## src/rtl/pc_seq_pkg.sv

```systemverilog
// Shared definitions for the program-counter sequencer: flow-op encodings,
// return-stack command codes and the PC width.
package pc_seq_pkg;

  localparam int PC_W = 11;

  typedef enum logic [2:0] {
    OP_NONE = 3'd0,
    OP_GOTO = 3'd1,
    OP_CALL = 3'd2,
    OP_RET  = 3'd3,
    OP_SKIP = 3'd4,
    OP_RETI = 3'd5
  } op_e;

  typedef enum logic [1:0] {
    STK_NOP = 2'd0,
    STK_PSH = 2'd1,
    STK_POP = 2'd2
  } stk_ctl_e;

  function automatic logic [PC_W-1:0] pc_add(input logic [PC_W-1:0] a,
                                             input logic [1:0] n);
    return a + PC_W'(n);
  endfunction

endpackage

```

## src/rtl/pc_seq_stk_depth_mon.sv

```systemverilog
// Return-stack occupancy tracker with saturating depth and sticky
// overflow/underflow flags, driven by push/pop strobes.
module stk_depth_mon #(
  parameter int STK_DEPTH = 4
) (
  input  logic       clk,
  input  logic       rst_n,
  input  logic       push,
  input  logic       pop,
  output logic [2:0] depth,
  output logic       ovf,
  output logic       unf
);

  localparam logic [2:0] MAX_DEPTH = 3'(STK_DEPTH);

  logic [2:0] depth_q, depth_d;
  logic       ovf_q, ovf_d;
  logic       unf_q, unf_d;

  // A push at full depth still happens on the stack itself; only the count saturates.
  always_comb begin
    depth_d = depth_q;
    ovf_d   = ovf_q;
    unf_d   = unf_q;
    if (push) begin
      if (depth_q == MAX_DEPTH) ovf_d = 1'b1;
      else                      depth_d = depth_q + 3'd1;
    end else if (pop) begin
      if (depth_q == 3'd0) unf_d = 1'b1;
      else                 depth_d = depth_q - 3'd1;
    end
  end

  always_ff @(posedge clk) begin
    if (!rst_n) begin
      depth_q <= 3'd0;
      ovf_q   <= 1'b0;
      unf_q   <= 1'b0;
    end else begin
      depth_q <= depth_d;
      ovf_q   <= ovf_d;
      unf_q   <= unf_d;
    end
  end

  assign depth = depth_q;
  assign ovf   = ovf_q;
  assign unf   = unf_q;

endmodule

```

## src/rtl/pc_seq.sv

```systemverilog
// Program-counter sequencer with call/return stack control and redirect flush.
// Define PC_INT_EN to enable the single-level interrupt (vector INT_VEC, RETI exit).
module pc_seq
  import pc_seq_pkg::*;
#(
  parameter logic [10:0] RST_VEC   = 11'h000,
  parameter logic [10:0] INT_VEC   = 11'h004,
  parameter int          STK_DEPTH = 4
) (
  input  logic        clk,
  input  logic        rst_n,
  input  logic        en,
  input  logic [2:0]  op,
  input  logic [10:0] tgt,
  input  logic        int_req,
  input  logic [10:0] stk_dout,
  output logic [10:0] pc,
  output logic [1:0]  stk_ctl,
  output logic [10:0] stk_din,
  output logic        flush,
  output logic [2:0]  depth,
  output logic        ovf,
  output logic        unf
);

  logic [10:0] pc_q, pc_d;
  logic        flush_q, flush_d;
  logic        push, pop;
  logic        int_acc;

`ifdef PC_INT_EN
  logic isr_q, isr_d;
  logic op_is_none;

  // Undefined encodings count as NONE, so they may also accept an interrupt.
  assign op_is_none = !(op inside {OP_GOTO, OP_CALL, OP_RET, OP_SKIP, OP_RETI});
  assign int_acc    = rst_n && en && int_req && !isr_q && op_is_none;

  always_comb begin
    isr_d = isr_q;
    if (int_acc)                    isr_d = 1'b1;
    else if (en && op == OP_RETI)   isr_d = 1'b0;
  end

  always_ff @(posedge clk) begin
    if (!rst_n) isr_q <= 1'b0;
    else        isr_q <= isr_d;
  end
`else
  logic int_unused;
  assign int_unused = int_req;
  assign int_acc    = 1'b0;
`endif

  always_comb begin
    pc_d    = pc_q;
    flush_d = 1'b0;
    push    = 1'b0;
    pop     = 1'b0;
    if (en) begin
      case (op)
        OP_GOTO: begin
          pc_d    = tgt;
          flush_d = 1'b1;
        end
        OP_CALL: begin
          push    = 1'b1;
          pc_d    = tgt;
          flush_d = 1'b1;
        end
        OP_RET, OP_RETI: begin
          pop     = 1'b1;
          pc_d    = stk_dout;
          flush_d = 1'b1;
        end
        OP_SKIP: begin
          pc_d    = pc_add(pc_q, 2'd2);
          flush_d = 1'b1;
        end
        default: begin
          if (int_acc) begin
            push    = 1'b1;
            pc_d    = INT_VEC;
            flush_d = 1'b1;
          end else begin
            pc_d = pc_add(pc_q, 2'd1);
          end
        end
      endcase
    end
    // Reset must suppress stack traffic in the same cycle it is asserted.
    if (!rst_n) begin
      push = 1'b0;
      pop  = 1'b0;
    end
  end

  always_ff @(posedge clk) begin
    if (!rst_n) begin
      pc_q    <= RST_VEC;
      flush_q <= 1'b0;
    end else begin
      pc_q    <= pc_d;
      flush_q <= flush_d;
    end
  end

  assign pc      = pc_q;
  assign flush   = flush_q;
  assign stk_din = pc_add(pc_q, 2'd1);
  assign stk_ctl = push ? STK_PSH : (pop ? STK_POP : STK_NOP);

  stk_depth_mon #(
    .STK_DEPTH(STK_DEPTH)
  ) u_depth_mon (
    .clk  (clk),
    .rst_n(rst_n),
    .push (push),
    .pop  (pop),
    .depth(depth),
    .ovf  (ovf),
    .unf  (unf)
  );

endmodule
```

## config.mk

```make
export PLATFORM = sky130hd
export DESIGN_NAME = pc_seq
export DESIGN_NICKNAME = d
export VERILOG_FILES = /design/src/rtl/pc_seq_pkg.sv /design/src/rtl/pc_seq_stk_depth_mon.sv /design/src/rtl/pc_seq.sv
export SDC_FILE = /design/constraint.sdc
export NUM_CORES = 1
export LEC_CHECK = 0
export BUFFER_PORTS_ARGS = -buffer_cell sky130_fd_sc_hd__buf_2
export CAP_MARGIN = 10
export CORE_MARGIN = 2
export CORE_UTILIZATION = 45
export DETAILED_ROUTE_END_ITERATION = 8
export GPL_TIMING_DRIVEN = 0
export PLACE_DENSITY = 0.85
export SYNTH_ARGS = -nofsm -noshare
export SYNTH_HDL_FRONTEND = slang
export SYNTH_SLANG_ARGS = --single-unit
```

## constraint.sdc

```tcl
create_clock -name clk -period 1.5 [get_ports clk]
set_input_delay 0.075 -clock clk [delete_from_list [all_inputs] [get_ports clk]]
set_output_delay 0.075 -clock clk [all_outputs]
set_load 0.05 [all_outputs]
```

# Word-level counts from Yosys, hierarchy flattened
# Cells that the tools add are included.
# totals
reg_bits,17
latchBits,0
ram_bits,0
rom_bits,0
input_bits,29
out_inout_bits,30
word_cells,41
memories,0
# op_classes
n_addsub,4
multipliers,0
n_div,0
n_lt_le_gt_ge,0
n_eq_ne,8
shifts,0
muxes,14
bitwise_logic,1
reduce_logical,9
# op_table
cell,n
$pmux 11 s3,1
$mux 3,4
$add 11x1->11 const B,1
$add 11x2->11 const B,1
$eq 3x3->1 const B,3
$mux 1,7
$eq 3x2->1 const B,2
$reduce_and 3->1,2
$reduce_or 5->1,1
$mux 2,2
$ne 2x2->1 const B,2
$reduce_and 2->1,2
$reduce_or 2->1,2
$add 3x1->3 const B,1
$eq 3x1->1 const B,1
$logic_not 3->1,1
$sub 3x1->3 const B,1
$reduce_bool 2->1,1
$not 1->1,1

# Logic depth before layout (Yosys ltp)
# logic_depth
depth_word,7
mapped_depth,8
depth_no_buf,7

# Hierarchy
# From an unflattened synthesis, not the netlist that was laid out.
# unflattened
hier_cells,211
area_unflattened_um2,1675.4
# by_module_without_submodules
module,instances,cells_each,area_each_um2,seq_area_each_um2
pc_seq,1,183,1410.1,240.2
stk_depth_mon,1,28,265.3,100.1

# Worst setup path after synthesis
# OpenSTA, ideal clock, no wires.
# synth_timing
kind,reg2reg
start,reg pc_q[2] (netlist: pc[2])
end,reg pc_q[9] (netlist: pc[9])
setup_time_ps,60
arrival_time_ps,2717
t_required_ps,1440
setup_slack_ps,-1277
path_stages_with_launch,7
path_buffers,0
period_less_slack_ps,2777
path_cell_list,dfxtp_1 ha_1 and4_1 nand4_1 xnor2_1 o22a_1 o311a_1
# synth_via
elab_chain_cells,2
elab_cells_between_ends,3
# synth_rtl
item,line_no,source
from (decl),pc_seq.sv:26,"logic [10:0] pc_q, pc_d;"
from (signal assigned),pc_seq.sv:103,pc_q <= pc_d;
$add 11x1->11,-,
via stk_din[9],pc_seq.sv:19,"output logic [10:0] stk_din,"
$pmux 11 s3,pc_seq.sv:61,case (op)
# The timed path passes the listed nets, and every way through them passes these cells.
# A chain may end at the register's enable or synchronous reset.

# Worst setup path in the final report
# layout_timing
start,reg pc_q[1] (netlist: pc[1])
end,out stk_din[10]
# layout_via
elab_chain_cells,1
# layout_rtl
item,line_no,source
$add 11x1->11,pc_seq_pkg.sv:24,return a + PC_W'(n);
to (decl),pc_seq.sv:19,
# Every way passes these cells.

==> results_dict.tcl <==
set metrics [dict create \
    status "complete, but fails checks" \
    violations "negative setup slack" \
    dp_slack_ps -449 \
    maxSlewHeadroom_pct 66.2 \
    layout_commonest_cell "buf_2" \
    fill_cells 287 \
    h-tree-depth 1 \
    drive_gt1_share_pct 43.9 \
    synth-seq-area-share_pct 21.3 \
    clk_pin_slew_ps 120 \
    crit_chain "ha_4 -> and3_4 -> nand3_4 -> or2_4 -> xnor2_4 -> buf_6" \
    synth.area.mux_share_pct 5.09 \
    synthCells 215 \
    critPathSlowestCell "dfxtp_4" \
    fp.dieW_um 63.6 \
    fin_skew_ps 5.40 \
    overflow 0 \
    avgSynthCellArea_um2 7.43 \
    io_buffers 55 \
    ir_worst_vdd_mv 0.505 \
    antenna_found_initial 0 \
    ios 59 \
    setup_ws_ps -312 \
    cts_tree "done" \
    diodes 0 \
    drt-initial-drc-count 148 \
    area_delta_synth_final_pct 50.5 \
    drt-vias-per-instance 5.92 \
    fp.coreArea_um2 3360 \
    synthTopCellsByArea "dfxtp_1, a21oi_1, xnor2_1" \
    grt_pass1_vias 1827 \
    initial_core_util_pct 47.5 \
    grt_max_degree 11 \
    fin_crit_sh_pct 121 \
    tightest_slew_ps 507 \
    post-route-min-period_ps 1810 \
    cp_top_family "simple AND/OR/NAND/NOR gates" \
    multi_input_area_um2 1390 \
    synthSimpleGateAreaFrac_pct 23.7 \
    critPathLaunchType "register" \
    wl_per_cell_um 15.6 \
    numCtsBuffers 3 \
    drc 0 \
    powerDensity_nw_per_um2 653 \
    synth-seq-cells 17 \
    cp.arrival_ps 1740 \
    routed_wirelength_um 5190 \
    synth_top_area_share_pct 21.3 \
    async_flop_share_pct 0 \
    synthesis.nets 247 \
    p_leak_nw 1.07 \
    dp_hpwl_um 3580 \
    max_stage_delay_ps 400 \
    cp.required_ps 1420 \
    rows 21 \
    cts_buffer_depth 2 \
    synthAdderAreaFrac_pct 2.82 \
    synth_top_family_by_area "compound AO/OA/AOI/OAI gates" \
    hold_class "primary input to register" \
    clk_latency_ps 310 \
    design.die.area_um2 4040 \
    synth_area_leader_cell "dfxtp_1" \
    clock_sinks 17 \
    layout.nets 320 \
    syn-cell-area_um2 1600 \
    cp.buffers_inverters 1 \
    num_vias 1973 \
    synth_enable_flop_cells 0 \
    place_congestion 0.919 \
    grt_pass1_wl_um 8380 \
    final_max_slew_viol_count 0 \
    root_buffer "clkbuf_4" \
    firstDrtPassIters 4 \
    fin_tns_setup_ps -2480 \
    synthFlopType "dfxtp_1" \
    clock.fmax_mhz 552 \
    chipHeight_um 63.6 \
    yosys.area_share.xor_xnor_pct 11.0 \
    ys_types 54 \
    finalSetupViolCount 15 \
    cap_violations 0 \
    hold_violations 0 \
    synth-compound-area-share_pct 28.8 \
    synth_warnings 0 \
    worstSetupPathType "register to output pin" \
    detail-route-antenna-nets 0 \
    ff_latch_area_um2 370 \
    worst_setup_path_end_kind "output pin" \
    final_cell_mix "buf_2, nand2_1, a21oi_1, buf_4, nor2_1" \
    worst-path-max-fanout 3 \
    grtUsageTotal_pct 26.2 \
    rsz0062_at_grt "yes" \
]
path summary, 6_finish.rpt:
check / from / to / slack [ps] / depth (start not counted)
hold / removal: en / flush / 110 / 3
setup reg to reg: pc[1] / pc[10] / -260 / 7
setup / recovery: pc[1] / stk_din[10] / -310 / 6
hold reg to reg: u_depth_mon.unf / u_depth_mon.unf / 490 / 1
layout make-up:
cell class                      instances  share of cell area (%)
Multi-Input combinational cell        174                    57.8
Timing Repair Buffer                   71                    19.0
Sequential cell                        17                    15.4
Buffer                                 16                    3.49
Tap cell                               46                    2.40
Clock buffer                            3                   0.938
Inverter                                5                   0.781
Clock inverter                          1                   0.208
cells by family after synthesis:
logic type,count (synthesis)
fa+ha+maj,3
simple gates,74
compound gates,69
mux,8
buf+inv,24
flops,17
xor+xnor,20
layer usage:
metal  vias up  global-route usage, %  routed length (µm)
li1        919                      -                   -
met1       927                   33.3                2060
met5         -                      0                   0
met2       106                   43.7                2550
met3        21                   4.64                 427
met4         0                   10.6                 142
synthesized netlist by cell type, types with 2 or more instances:
master      n
nor2b_1     4
o221ai_1    5
o21ai_0    12
o2111ai_1   2
nor2_1     13
nand3_1    10
nand2_1    24
a21oi_1    22
clkbuf_1    7
xor2_1      8
nand4_1     3
a211oi_1    2
o22ai_1     3
o211ai_1    2
dfxtp_1    17
buf_2       8
and3_1      2
and2_1      2
mux2i_1     7
buf_4       2
a31oi_1     3
nand2b_1    4
o21a_1      3
xnor2_1    12
ha_1        2
nor3_1      2
o22a_1      3
inv_1       5
tightest hold or removal path, delay by kind of cell:
kind | cells | cell delay [ps]
buf+inv | 1 | 110
simple gates | 2 | 200
where the power goes:
part	switching, mW	internal [mW]	total (mW)
registers	0.0651	0.484	0.549
clock network	0.175	0.0999	0.275
logic	0.468	0.278	0.746
total	0.708	0.861	1.57
per-stage QoR:
step / std cells / cell area [µm²] / hold WS [ps] / total power [mW] / util, %
floorplan: 215 / 1760 / 292 / 1.05 / -
global placement: 316 / 2090 / 419 / 1.21 / 62.2
detailed placement: 316 / 2090 / 418 / 1.22 / 62.2
CTS: 335 / 2380 / 80.0 / 1.56 / 70.7
global route: 333 / 2400 / 104 / 1.64 / 71.4
finish: 333 / 2400 / 107 / 1.57 / 71.4
what timing repair did:
action / CTS / global route
endpoints found under the setup margin: 16 / 16
resized for setup: 37 / 11
buffers inserted: 16 / 5
hold buffers: 0 / 0
pin swaps: 16 / 12
sequential cells by signal (all words and copies together), names as in the netlist:
register,flops
pc,11
u_depth_mon.ovf,1
u_depth_mon.depth,3
flush,1
u_depth_mon.unf,1
Power figures use the tool's default switching activity.
